<file path="config.mk">
export PLATFORM = sky130hd
export DESIGN_NAME = mult_shift_add_seq
export DESIGN_NICKNAME = d
export VERILOG_FILES = /design/src/rtl/pkg_system_mdr.sv /design/src/rtl/mdr_cond_negate.sv /design/src/rtl/mult_shift_add_seq.sv
export SDC_FILE = /design/constraint.sdc
export NUM_CORES = 1
export LEC_CHECK = 0
export CAP_MARGIN = 10
export CORE_MARGIN = 5
export CORE_UTILIZATION = 55
export DETAILED_ROUTE_END_ITERATION = 10
export HOLD_SLACK_MARGIN = 0.12
export PLACE_DENSITY = 0.8
export REMOVE_ABC_BUFFERS = 1
export SYNTH_ARGS = -nofsm -noshare
export SYNTH_HDL_FRONTEND = slang
export SYNTH_SLANG_ARGS = --single-unit
</file>
<file path="constraint.sdc">
create_clock -name clk -period 2.9 [get_ports clk]
set_input_delay 0.58 -clock clk [delete_from_list [all_inputs] [get_ports clk]]
set_output_delay 0.58 -clock clk [all_outputs]
set_load 0.02 [all_outputs]
</file>
<file path="src/rtl/pkg_system_mdr.sv">
// Shared types for the multiply/divide (MDR) unit: operand/result widths and multiplier states.
package pkg_system_mdr;

   localparam int unsigned DATA_WIDTH = 8;

   typedef logic [DATA_WIDTH-1:0]   data_in_t;
   typedef logic [2*DATA_WIDTH-1:0] data_out_t;

   typedef enum logic [1:0] {
      IDLE,
      RUN,
      FIX,
      DONE
   } mult_state_t;

endpackage

</file>
<file path="src/rtl/mdr_cond_negate.sv">
// Conditional two's-complement negation of a W-bit value; used for operand magnitudes
// and for re-applying the sign to the final product.
module mdr_cond_negate #(
   parameter int unsigned W = 8
) (
   input  logic         neg,
   input  logic [W-1:0] din,
   output logic [W-1:0] dout
);

   always_comb begin
      dout = din;
      if (neg) begin
         dout = ~din + W'(1);
      end
   end

endmodule

</file>
<file path="src/rtl/mult_shift_add_seq.sv">
// Sequential shift-and-add multiplier: one multiplier bit per clock, sign/magnitude for
// signed operands, double-width registered product with a one-cycle done pulse.
module mult_shift_add_seq
   import pkg_system_mdr::*;
#(
   parameter int unsigned DW = DATA_WIDTH,
   parameter int unsigned CW = $clog2(DW)
) (
   input  logic          clk,
   input  logic          rst,
   input  logic          i_start,
   input  logic          i_signed,
   input  logic [DW-1:0] i_multiplicand,
   input  logic [DW-1:0] i_multiplier,
   output logic [2*DW-1:0] o_product,
   output logic          o_busy,
   output logic          o_done
);

   mult_state_t state_q, state_d;

   logic [DW-1:0]   acc_q, acc_d;
   logic [DW-1:0]   mplier_q, mplier_d;
   logic [DW-1:0]   mcand_q, mcand_d;
   logic [CW-1:0]   count_q, count_d;
   logic            sign_q, sign_d;
   logic [2*DW-1:0] product_q, product_d;

   logic [DW-1:0]   mcand_mag;
   logic [DW-1:0]   mplier_mag;
   logic [2*DW-1:0] product_fix;
   logic [DW-1:0]   addend;
   logic [DW:0]     sum;

   // Magnitude of the most negative value fits unsigned in DW bits, so no extra bit is needed.
   mdr_cond_negate #(
      .W(DW)
   ) u_neg_mcand (
      .neg (i_signed & i_multiplicand[DW-1]),
      .din (i_multiplicand),
      .dout(mcand_mag)
   );

   mdr_cond_negate #(
      .W(DW)
   ) u_neg_mplier (
      .neg (i_signed & i_multiplier[DW-1]),
      .din (i_multiplier),
      .dout(mplier_mag)
   );

   mdr_cond_negate #(
      .W(2*DW)
   ) u_neg_product (
      .neg (sign_q),
      .din ({acc_q, mplier_q}),
      .dout(product_fix)
   );

   always_comb begin
      addend = mplier_q[0] ? mcand_q : '0;
      sum    = {1'b0, acc_q} + {1'b0, addend};
   end

   always_comb begin
      state_d   = state_q;
      acc_d     = acc_q;
      mplier_d  = mplier_q;
      mcand_d   = mcand_q;
      count_d   = count_q;
      sign_d    = sign_q;
      product_d = product_q;

      unique case (state_q)
         IDLE: begin
            if (i_start) begin
               state_d  = RUN;
               acc_d    = '0;
               count_d  = '0;
               mcand_d  = mcand_mag;
               mplier_d = mplier_mag;
               sign_d   = i_signed & (i_multiplicand[DW-1] ^ i_multiplier[DW-1]);
            end
         end
         RUN: begin
            // {carry, acc, mplier} shifted right by one; product bits fill mplier from the top.
            acc_d    = sum[DW:1];
            mplier_d = {sum[0], mplier_q[DW-1:1]};
            count_d  = count_q + CW'(1);
            if (count_q == CW'(DW - 1)) begin
               state_d = FIX;
            end
         end
         FIX: begin
            product_d = product_fix;
            state_d   = DONE;
         end
         DONE: begin
            state_d = IDLE;
         end
         default: begin
            state_d = IDLE;
         end
      endcase
   end

   always_ff @(posedge clk) begin
      if (rst) begin
         state_q   <= IDLE;
         acc_q     <= '0;
         mplier_q  <= '0;
         mcand_q   <= '0;
         count_q   <= '0;
         sign_q    <= 1'b0;
         product_q <= '0;
      end else begin
         state_q   <= state_d;
         acc_q     <= acc_d;
         mplier_q  <= mplier_d;
         mcand_q   <= mcand_d;
         count_q   <= count_d;
         sign_q    <= sign_d;
         product_q <= product_d;
      end
   end

   assign o_product = product_q;
   assign o_busy    = (state_q == RUN) || (state_q == FIX);
   assign o_done    = (state_q == DONE);

endmodule

</file>
==> run_results.csv <==
group,metric,value,unit
clocking,cts_setup_buffers,0,
routing,drt_pass1_iterations,4,
cells_and_area,drive_above_1_share,5.62,%
logic_synthesis,synth_area,2770,sq um
global_route,grt_pass1_wl,9.71,mm
die,initial_core_util,57.5,%
logic_synthesis,yosys_warnings,0,
pwr,vdd_ir_drop_max,546,uV
global_route,grt-busiest-layer,"met2",
sta,max_freq,442,MHz
logic_synthesis,yosys.area.top_type_share,33.2,%
clocking,hold_buffers,0,
sta,fin_skew,4.02,ps
clocking,worstSkewPairLatency,290,ps
logic_synthesis,synth.distinct_cells,54,
worst_setup_path,required,2320,ps
placement,io_buffer_count,37,
placement,post-place-ws,512,ps
sta,rsz0062_at_grt,"no",
clocking,clk_pin_slew,80,ps
clocking,post_cts_resized,0,
routing,vias,2355,
cells_and_area,finish.utilization,67.6,%
sta,relSlewSlack,35.4,%
die,die_h,81.0,um
global_route,grt_usage,18.6,%
clocking,cts_tree,"built",
cells_and_area,nFillCells,423,
routing,drtIter0Drc,138,
cells_and_area,antenna_cells,0,
sta,tns,0,ps
sta,worst_slew_pin_slew,969,ps
worst_setup_path,critPathTopFamily,"buffers and inverters",
logic_synthesis,postSynthCellCount,323,
worst_setup_path,slowest_stage,"clkdlybuf4s50_1",
worst_setup_path,path_buf_inv,2,
die,row_count,25,
sta,drv_slew,0,
placement,place_hpwl,4.40,mm
sta,timing.final.crit_period,2260,ps
routing,vias_per_cell,5.57,
sta,hold_viol_final,0,
logic_synthesis,yosys_most_used_dff,"dfxtp_1",
cells_and_area,syn_to_final_growth,17.5,%
logic_synthesis,synth_edf_count,0,
status,outcome,"finished, final reports clean",
die,coreArea,4820,sq um
routing,ant_nets,0,
clocking,cts-htree-levels,2,
clocking,root_buffer,"clkbuf_8",
routing,wire_per_inst,13.4,um
worst_setup_path,r2r_slack,660,ps
global_route,grt_max_degree,26,
sta,fin_ws,637,ps
placement,gp_congestion,0.890,
cells_and_area,nets,393,
worst_setup_path,crit_path_start_kind,"flop",
logic_synthesis,yosys-top-cells-area,"dfxtp_1 33%, ha_1 7.7%, nor2_1 6.1%, xor2_1 4.7%, a211oi_1 3.5%",
global_route,grt_util_met1,22.9,%
worst_setup_path,max_stage_delay,600,ps
worst_setup_path,path_max_fanout,4,
cells_and_area,layout.cells.non_filler,423,
logic_synthesis,synth.yosys.seq_area_share,33.2,%
worst_hold_path,hp-class,"reg2reg",
worst_setup_path,crit_arrival,1680,ps
logic_synthesis,yosys.area.top_type,"dfxtp_1",
sta,finalCritPeriodShare,78.0,%
die,dieArea,6560,sq um
logic_synthesis,ys_ff_latch,46,
global_route,grt-ovfl-total,0,
pwr,power,0.00274,W
logic_synthesis,async_flop_share,0,%
clocking,numClockSinks,46,
placement,dp_cells,415,
logic_synthesis,synth_area_per_cell,8.58,sq um
sta,finalSetupViolCount,0,
global_route,grt_pass1_vias,2211,
pwr,cellLeakagePower,1.26,nW
global_route,use_met3,2.88,%
routing,drc,0,
worst_setup_path,cp-end-kind,"primary output",
die,dieWidth,81.0,um
pwr,power.density,841,nW/um^2
worst_setup_path,path_class,"reg2out",
global_route,met2_usage,32.2,%
worst_setup_path,crit_chain,"inv_1 -> ha_1 -> clkdlybuf4s50_1",
flow_run,cap_viol_max_count,0,
clocking,cts.path.max_buffers,2,
clocking,numCtsBuffers,5,
global_route,antenna_found_initial,0,
die,ioPinCount,38,
routing,routed_wl,5.68,mm
[layer usage]
metal	up-vias	part of all wire, %
li1	1221	-
met1	1059	44
met2	66	48
met3	9	6.3
met4	0	1.5
met5	-	0
[worst min-delay path, stage by stage, from the launching register on]
cell and delay [ps]:
dfxtp_1 320, nand2_1 50, a21oi_1 50
[stage by stage]
step / hold slack, ps / instance area [sq um]
after CTS: 464 / 3250
final: 463 / 3250
after detailed placement: 452 / 3140
after global placement: 456 / 3140
after floorplan: 426 / 2660
after global routing: 491 / 3250
[path summary, 6_finish.rpt]
kind,start,endpoint,cells after the start
max,state_q[1],o_busy,3
min,mcand_q[0],mcand_q[0],2
max reg2reg,state_q[1],mplier_q[4],6
min reg2reg,mcand_q[0],mcand_q[0],2
[placed cells by master, fill, tap and decap left out, types with 2 or more instances in the layout]
cell type and n:
a311oi_1 4, or3_1 4, mux2i_1 9, o211ai_1 3, inv_1 11, nand2_1 26
o41ai_1 2, xnor2_1 10, nand3_1 4, and2_1 10, o21ai_0 5, a22o_1 2
ha_1 17, clkbuf_8 5, clkdlybuf4s50_1 37, a31oi_1 7, o21a_1 4, nand2b_1 2
nand3b_1 2, nor2_1 45, buf_4 4, dfxtp_1 46, a211oi_1 13, o21ai_1 6
xor2_1 15, a22oi_1 6, a41oi_1 2, a21oi_1 18, nor3_1 11
[report_power, final]
group | switching (W) | leakage [nW] | internal (W)
combinational | 0.000765 | 0.829 | 0.000543
clock | 0.000213 | 0.0514 | 0.000257
sequential | 0.000166 | 0.375 | 0.000792
[cell type report]
| class | instances | area, sq um | area share [%] |
|---|---|---|---|
| multi-input cells | 248 | 1690 | 51.9 |
| well taps | 67 | 83.8 | 2.58 |
| clock inverters | 2 | 37.5 | 1.15 |
| flip-flops and latches | 46 | 921 | 28.3 |
| clock buffers | 6 | 72.6 | 2.23 |
| inverters | 13 | 48.8 | 1.50 |
| repair buffers | 41 | 400 | 12.3 |
[cells by family after synthesis]
group / share of synthesized area, %
AOI/OAI and AO/OA: 21.4
muxes: 3.25
buffers and inverters: 5.74
and+or+nand+nor: 20.1
DFF: 33.2
xor gates and xnor gates: 7.90
adders and majority gates: 8.40
[synth_stat cells, types with 2 or more instances]
master,n
dfxtp_1,46
nor2_1,45
nand2_1,26
a21oi_1,18
ha_1,17
xor2_1,15
a211oi_1,13
inv_1,11
nor3_1,11
and2_1,10
xnor2_1,10
clkbuf_1,9
mux2i_1,9
a31oi_1,7
a22oi_1,6
o21ai_1,6
o21ai_0,5
a311oi_1,4
nand3_1,4
o21a_1,4
or3_1,4
o211ai_1,3
a22o_1,2
a41oi_1,2
buf_2,2
buf_6,2
buf_8,2
nand2b_1,2
nand3b_1,2
o41ai_1,2
[state kept, by name, summed over array words and instances (netlist names)]
| signal | flops |
|---|---|
| state_q | 2 |
| acc_q | 8 |
| count_q | 3 |
| sign_q | 1 |
| o_product | 16 |
| mcand_q | 8 |
| mplier_q | 8 |
Power figures use the tool's default switching activity.
